--- src/rtl/debounce_pkg.sv ---
// rtl/debounce_pkg.sv - shared constants and timing helpers for the debouncer bank
package debounce_pkg;

    localparam int SYNC_STAGES = 2;

    function automatic int settle_cycles(input int counter_size);
        return (1 << counter_size) + 2;
    endfunction

    function automatic int repeat_cycles(input int size);
        return 1 << size;
    endfunction

endpackage

--- src/rtl/debouncer_bank_if.sv ---
// rtl/debouncer_bank_if.sv - raw button inputs and conditioned level/strobe outputs
interface debouncer_bank_if #(
    parameter int CHANNELS = 4
);
    logic [CHANNELS-1:0] button;
    logic [CHANNELS-1:0] level;
    logic [CHANNELS-1:0] pressed;
    logic [CHANNELS-1:0] released;
    logic [CHANNELS-1:0] repeat_pulse;

    modport master (
        output button,
        input  level,
        input  pressed,
        input  released,
        input  repeat_pulse
    );

    modport slave (
        input  button,
        output level,
        output pressed,
        output released,
        output repeat_pulse
    );
endinterface

--- src/rtl/debounce_channel.sv ---
// rtl/debounce_channel.sv - one-bit synchroniser, stability counter, strobes and auto-repeat
module debounce_channel
    import debounce_pkg::*;
#(
    parameter int COUNTER_SIZE      = 8,
    parameter bit REPEAT_EN         = 1'b0,
    parameter int REPEAT_DELAY_SIZE = 20,
    parameter int REPEAT_RATE_SIZE  = 18
) (
    input  logic clock,
    input  logic reset_n,
    input  logic button,
    output logic level,
    output logic pressed,
    output logic released,
    output logic repeat_pulse
);
    localparam int CW = COUNTER_SIZE + 1;

    logic [SYNC_STAGES-1:0] sync;
    logic [CW-1:0]          cnt;
    logic                   sync_new;
    logic                   sync_old;
    logic                   stable;
    logic                   update;

    assign sync_new = sync[SYNC_STAGES-2];
    assign sync_old = sync[SYNC_STAGES-1];
    assign stable   = (sync_new == sync_old);
    assign update   = cnt[CW-1] && stable && (level != sync_old);

    // Counter saturates at its MSB so a long-stable input never re-arms by wrapping.
    always_ff @(posedge clock or negedge reset_n) begin
        if (!reset_n) begin
            sync     <= '0;
            cnt      <= '0;
            level    <= 1'b0;
            pressed  <= 1'b0;
            released <= 1'b0;
        end else begin
            sync <= {sync[SYNC_STAGES-2:0], button};
            if (!stable)
                cnt <= '0;
            else if (!cnt[CW-1])
                cnt <= cnt + CW'(1);
            if (update)
                level <= sync_old;
            pressed  <= update &  sync_old;
            released <= update & ~sync_old;
        end
    end

    if (REPEAT_EN) begin : g_repeat
        localparam int RW = (REPEAT_DELAY_SIZE > REPEAT_RATE_SIZE) ? REPEAT_DELAY_SIZE : REPEAT_RATE_SIZE;
        localparam logic [RW-1:0] FIRST_LAST = RW'(repeat_cycles(REPEAT_DELAY_SIZE) - 1);
        localparam logic [RW-1:0] RATE_LAST  = RW'(repeat_cycles(REPEAT_RATE_SIZE) - 1);

        logic [RW-1:0] rcnt;
        logic          first;
        logic          hit;

        assign hit = (rcnt == (first ? FIRST_LAST : RATE_LAST));

        // While level is high, update can only mean a release, which must swallow a coincident repeat.
        always_ff @(posedge clock or negedge reset_n) begin
            if (!reset_n) begin
                rcnt         <= '0;
                first        <= 1'b1;
                repeat_pulse <= 1'b0;
            end else if (!level) begin
                rcnt         <= '0;
                first        <= 1'b1;
                repeat_pulse <= 1'b0;
            end else if (hit) begin
                rcnt         <= '0;
                first        <= 1'b0;
                repeat_pulse <= ~update;
            end else begin
                rcnt         <= rcnt + RW'(1);
                repeat_pulse <= 1'b0;
            end
        end
    end else begin : g_no_repeat
        assign repeat_pulse = 1'b0;
    end

endmodule

--- src/rtl/debouncer_bank.sv ---
// rtl/debouncer_bank.sv - bank of independent debounced channels with optional input inversion
module debouncer_bank #(
    parameter int                  CHANNELS          = 4,
    parameter int                  COUNTER_SIZE      = 8,
    parameter logic [CHANNELS-1:0] INVERT            = {CHANNELS{1'b0}},
    parameter bit                  REPEAT_EN         = 1'b0,
    parameter int                  REPEAT_DELAY_SIZE = 20,
    parameter int                  REPEAT_RATE_SIZE  = 18
) (
    input  logic             clock,
    input  logic             reset_n,
    debouncer_bank_if.slave  bus
);
    logic [CHANNELS-1:0] level_w;
    logic [CHANNELS-1:0] pressed_w;
    logic [CHANNELS-1:0] released_w;
    logic [CHANNELS-1:0] repeat_w;
    logic [CHANNELS-1:0] active;

    // Active-low pads are flipped before the synchroniser so every channel reads 1 = pressed.
    assign active = bus.button ^ INVERT;

    for (genvar i = 0; i < CHANNELS; i++) begin : g_ch
        debounce_channel #(
            .COUNTER_SIZE      (COUNTER_SIZE),
            .REPEAT_EN         (REPEAT_EN),
            .REPEAT_DELAY_SIZE (REPEAT_DELAY_SIZE),
            .REPEAT_RATE_SIZE  (REPEAT_RATE_SIZE)
        ) u_channel (
            .clock        (clock),
            .reset_n      (reset_n),
            .button       (active[i]),
            .level        (level_w[i]),
            .pressed      (pressed_w[i]),
            .released     (released_w[i]),
            .repeat_pulse (repeat_w[i])
        );
    end

    assign bus.level        = level_w;
    assign bus.pressed      = pressed_w;
    assign bus.released     = released_w;
    assign bus.repeat_pulse = repeat_w;

endmodule
--- src/flat_wrapper.sv ---
// flat-port wrapper written by rule: the top's interface ports become plain ports
module debouncer_bank_flat 
#(
    parameter int                  CHANNELS          = 4,
    parameter int                  COUNTER_SIZE      = 8,
    parameter logic [CHANNELS-1:0] INVERT            = {CHANNELS{1'b0}},
    parameter bit                  REPEAT_EN         = 1'b0,
    parameter int                  REPEAT_DELAY_SIZE = 20,
    parameter int                  REPEAT_RATE_SIZE  = 18
)
  (clock, reset_n, bus_button, bus_level, bus_pressed, bus_released, bus_repeat_pulse);
  debouncer_bank_if #(.CHANNELS(CHANNELS)) bus_i ();
  input  logic clock;
  input  logic reset_n;
  input wire logic [$bits(bus_i.button)-1:0] bus_button;
  output wire logic [$bits(bus_i.level)-1:0] bus_level;
  output wire logic [$bits(bus_i.pressed)-1:0] bus_pressed;
  output wire logic [$bits(bus_i.released)-1:0] bus_released;
  output wire logic [$bits(bus_i.repeat_pulse)-1:0] bus_repeat_pulse;
  assign bus_i.button = bus_button;
  assign bus_level = bus_i.level;
  assign bus_pressed = bus_i.pressed;
  assign bus_released = bus_i.released;
  assign bus_repeat_pulse = bus_i.repeat_pulse;
  debouncer_bank #(.CHANNELS(CHANNELS), .COUNTER_SIZE(COUNTER_SIZE), .INVERT(INVERT), .REPEAT_EN(REPEAT_EN), .REPEAT_DELAY_SIZE(REPEAT_DELAY_SIZE), .REPEAT_RATE_SIZE(REPEAT_RATE_SIZE)) u_core (.clock(clock), .reset_n(reset_n), .bus(bus_i));
endmodule
--- config.mk ---
export PLATFORM = sky130hd
export DESIGN_NAME = debouncer_bank_flat
export DESIGN_NICKNAME = d
export VERILOG_FILES = /design/src/rtl/debounce_pkg.sv /design/src/rtl/debouncer_bank_if.sv /design/src/rtl/debounce_channel.sv /design/src/rtl/debouncer_bank.sv /design/src/flat_wrapper.sv
export SDC_FILE = /design/constraint.sdc
export NUM_CORES = 1
export LEC_CHECK = 0
export BUFFER_PORTS_ARGS = -buffer_cell sky130_fd_sc_hd__buf_2
export CAP_MARGIN = 25
export CORE_MARGIN = 2
export CORE_UTILIZATION = 50
export CTS_CLUSTER_DIAMETER = 40
export CTS_CLUSTER_SIZE = 20
export DETAILED_ROUTE_END_ITERATION = 8
export PLACE_DENSITY = 0.69
export SKIP_LAST_GASP = 1
export SYNTH_ARGS = -nofsm -noshare
export SYNTH_HDL_FRONTEND = slang
export SYNTH_SLANG_ARGS = --single-unit
--- constraint.sdc ---
create_clock -name clock -period 1.5 [get_ports clock]
set_input_delay 0.075 -clock clock [delete_from_list [all_inputs] [get_ports clock]]
set_output_delay 0.075 -clock clock [all_outputs]
set_load 0.1 [all_outputs]
# == After elaboration in Yosys (flattened, before gate mapping) ==
# Index checks and enable logic that the tools add are counted.
# word_totals
register_bits,56
inputBits,6
output_inout_bits,16
word_cells,68
# classes
addsub,4
n_eq_ne,12
n_mux,8
bitwise,12
n_reduce_logical,8
# op_table
cell,n
9-bit 2-to-1 mux,8
"9-bit by 1-bit adder with 9-bit output, second input constant",4
1-bit bitwise AND,8
1-bit logical AND,8
"2-bit != test, second input constant",4
1-bit equality test,4
1-bit != test,4
1-bit inverter,4

# == Logic depth before layout (Yosys ltp) ==
# depth
depth_word,4
depth_mapped,4
ltp_nobuf,4

# == By module ==
# Synthesis repeated with hierarchy kept, for this count alone.
# unflattened
cells_unflattened,216
area_unflattened_um2,2542.4
# modules_own_cells
mod,instances,cells_per_inst,area_each_um2,seq_area_each_um2
debounce_channel,4,54,635.6,350.3

# == Worst setup path before layout ==
# Ideal clock, no wire load.
# synth_path
kind,flip-flop to flip-flop
startpoint,reg u_core.g_ch[0].u_channel.cnt[0]
endpoint,reg u_core.g_ch[0].u_channel.cnt[6]
setup_time_ns,0.079
arrival_ns,1.181
t_required_ns,1.421
slack_ns,0.240
stages_incl_launch_ff,5
n_path_buf,0
period_less_slack_ns,1.260
cell_sequence,dfrtp_1 -> ha_1 -> nand4_1 -> or3_1 -> a21oi_1
# synth_via
elab_chain_len,3
# synth_lines
item,line,text
start: declaration,debounce_channel.sv:21,logic [CW-1:0] cnt;
start signal: assignment,debounce_channel.sv:45,cnt <= cnt + CW'(1);
9-bit by 1-bit adder with 9-bit output,debounce_channel.sv:45,
9-bit 2-to-1 mux,debounce_channel.sv:44,else if (!cnt[CW-1])
9-bit 2-to-1 mux,debounce_channel.sv:42,if (!stable)
# No other way between the ends. The select of a mux whose other input is x is not followed.
# A chain may end at the register's enable or synchronous reset.

# == Final worst setup path ==
# layout_path
startpoint,reg u_core.g_ch[0].u_channel.cnt[1]
endpoint,reg u_core.g_ch[0].u_channel.cnt[6]
# Same word-level chain as after synthesis.

==> impl_metrics.py <==
metrics = {
    "status": {
        "status": "complete, no violations",
    },
    "clock_network": {
        "cts.repair.resized": 0,
        "insertion_delay_ns": 0.30,
        "numCtsBuffers": 5,
        "cts_buffer_depth": 2,
        "cts_tree": "built",
        "cts.sinks": 56,
        "cts-root-buf": "clkbuf_8",
        "clk_pin_slew_worst_paths_ns": 0.09,
        "htree_levels": 2,
    },
    "routing": {
        "routedWlPerCell_um": 11.9,
        "drc": 0,
        "ant_nets": 0,
        "routed_wirelength_um": 3750,
        "drtPass1Iterations": 4,
        "num_vias": 1595,
        "drt_iter0_drc": 60,
        "viasPerCell": 5.06,
    },
    "logic_synthesis": {
        "seq_area_frac_synth": 0.554,
        "synth_area_leaders": "dfrtp_1 (55%), xor2_1 (5.2%), buf_4 (4.8%), a21oi_1 (4.4%), nor2_1 (3.9%)",
        "yosysTopAreaCellShare": 0.554,
        "synth_edf_count": 0,
        "yosysMostFrequentCell": "dfrtp_1",
        "synth_commonest_cells": "dfrtp_1 (56), nor2_1 (26), a21oi_1 (22), buf_4 (16), xor2_1 (15)",
        "avgSynthCellArea_um2": 11.2,
        "synth_ff_type": "dfrtp_1",
        "syn_inst": 226,
        "synthArstFlopShare": 1.00,
        "synth_cell_type_count": 26,
        "ys_ff_latch": 56,
        "netlist_area_mm2": 0.00253,
        "synth_top_area_cell": "dfrtp_1",
        "ys_warn_count": 0,
    },
    "global_routing": {
        "grt_start_max_net_pins": 57,
        "grt_first_pass_wirelength_um": 6590,
        "grt_overflow": 0,
        "grt_pass1_vias": 1572,
        "antenna_found_initial": 0,
        "track_usage": 0.154,
    },
    "place": {
        "dp_hpwl_um": 2620,
        "dp_slack_ns": 0.181,
        "dp_cells": 302,
        "gp_congestion": 0.762,
        "port_buffers": 17,
    },
    "layout": {
        "final_nets": 257,
        "fillCellCount": 434,
        "drive_gt1_frac": 0.153,
        "syn2layout_area_growth_pct": 9.80,
        "layoutNonFillerInstCount": 315,
        "antenna_cells": 0,
    },
    "worst_setup_path": {
        "crit_required_ns": 1.73,
        "crit_cells": 4,
        "slowest_stage": "dfrtp_1",
        "crit_arrival_ns": 1.54,
        "reg2reg_to": "u_core.g_ch[0].u_channel.cnt[6]",
        "start_kind": "register",
        "critPathMaxFanout": 3,
        "r2r_start": "u_core.g_ch[0].u_channel.cnt[1]",
        "crit_end": "u_core.g_ch[0].u_channel.cnt[6]",
        "slowest_delay_ns": 0.41,
        "path_class": "register to register",
        "worstRegToRegCells": 4,
        "cp.buffers_inverters": 0,
        "end_kind": "register",
        "cpLargestDelayFamily": "simple AND/OR/NAND/NOR gates",
        "crit_chain": "ha_1 > nand4_1 > or3_1 > a21oi_1",
        "cp-startpoint": "u_core.g_ch[0].u_channel.cnt[1]",
        "regToRegSetupSlack_ns": 0.19,
    },
    "timing": {
        "finalCritPeriodShare": 0.873,
        "rsz0062_at_grt": "no",
        "slew_violations": 0,
        "hold_viol": 0,
        "period_minus_slack_ns": 1.31,
        "fin_ws_ns": 0.191,
        "fmax_ghz": 0.764,
        "setup_violations": 0,
        "holdWs_ns": 0.291,
        "skew_ns": 0.00867,
        "fin_setup_tns_ns": 0,
    },
    "floorplanning": {
        "die-area_mm2": 0.00564,
        "die_w_um": 75.1,
        "die_h_um": 75.1,
        "num_rows": 25,
        "io_pins": 22,
        "coreArea_mm2": 0.00479,
        "start_util": 0.528,
    },
    "pwr": {
        "vdd_drop_max_uv": 542,
        "total_power_mw": 2.75,
        "power_density_mw_per_mm2": 992,
        "leakagePower_nw": 1.29,
    },
    "run": {
        "max-cap-violations": 0,
    },
    "hold_path": {
        "hp-class": "primary input to asynchronous set/reset pin",
    },
}
-- per-layer routing --
layer | vias to the layer above | track usage | wire length, µm | part of all wire
met5 | - | 0 | 0 | 0
met4 | 0 | 0.0595 | 49 | 0.013
met3 | 5 | 0.0375 | 130 | 0.035
met2 | 23 | 0.262 | 1740 | 0.46
met1 | 755 | 0.190 | 1830 | 0.49
li1 | 812 | - | - | -
-- power breakdown --
| group | internal (mW) | switching, mW | total, mW |
|---|---|---|---|
| logic | 0.114 | 0.172 | 0.286 |
| clock network | 0.378 | 0.441 | 0.819 |
| registers | 1.57 | 0.0760 | 1.65 |
-- flip-flops by register name (all words and copies together) (netlist names) --
name                            count
u_core.g_ch.u_channel.pressed       4
u_core.g_ch.u_channel.sync          8
u_core.g_ch.u_channel.level         4
u_core.g_ch.u_channel.released      4
u_core.g_ch.u_channel.cnt          36
-- per-stage QoR --
step	instance area [µm²]	utilization
after floorplan	2540	-
after global placement	2640	0.551
after detailed placement	2640	0.551
after CTS	2780	0.580
after global routing	2780	0.580
final	2780	0.580
-- logic make-up after synthesis --
kind of cell,Yosys count,synth area share
other,1,0.00148
flip-flops,56,0.554
AO/OA/AOI/OAI,40,0.0881
buffers and inverters,20,0.0604
adder cells (fa/ha/maj),4,0.0198
XOR/XNOR,18,0.0624
multiplexers,4,0.0158
AND/OR/NAND/NOR,83,0.198
-- cell type report --
| type | count | area [µm²] | share of cell area |
|---|---|---|---|
| clock buffer | 8 | 90.1 | 0.0325 |
| tap | 67 | 83.8 | 0.0302 |
| timing repair buffer | 31 | 215 | 0.0775 |
| multi-input combinational | 153 | 985 | 0.355 |
| sequential | 56 | 1400 | 0.505 |
-- what timing repair did --
item                                   CTS  global route
hold buffers                             5             0
endpoints found under the hold margin   60             0
setup buffers                            0             0
-- worst min-delay path by stage --
| stage | startpoint | end | slack (ns) |
|---|---|---|---|
| 6_report | reset_n | u_core.g_ch[2].u_channel.level | 0.29 |
| 5_1_grt | reset_n | u_core.g_ch[2].u_channel.cnt[7] | 0.32 |
| 3_3_place_gp | reset_n | u_core.g_ch[2].u_channel.sync[1] | 0.09 |
| 4_1_cts | reset_n | u_core.g_ch[0].u_channel.cnt[5] | 0.30 |
| 2_1_floorplan | reset_n | u_core.g_ch[0].u_channel.cnt[0] | -0.22 |
| 3_5_place_dp | reset_n | u_core.g_ch[2].u_channel.sync[1] | 0.1 |
-- tightest hold or removal path, delay by kind of cell --
| kind | cells | cell delay (ns) |
|---|---|---|
| buf+inv | 3 | 0.90 |
-- layout by cell type (no fill, tap or decap), types with 5 or more instances in the layout --
cell type and n:
nand4b_1 5, o21ai_0 13, nand2_1 7, a21oi_1 22
nand4_1 5, buf_4 8, dfrtp_1 56, clkbuf_8 6
xor2_1 15, nor2_1 26, dlygate4sd3_1 5, or3_1 13
buf_2 17, nand2b_1 6, nand3_1 6
Note: power is estimated with default switching activity, not from simulation.
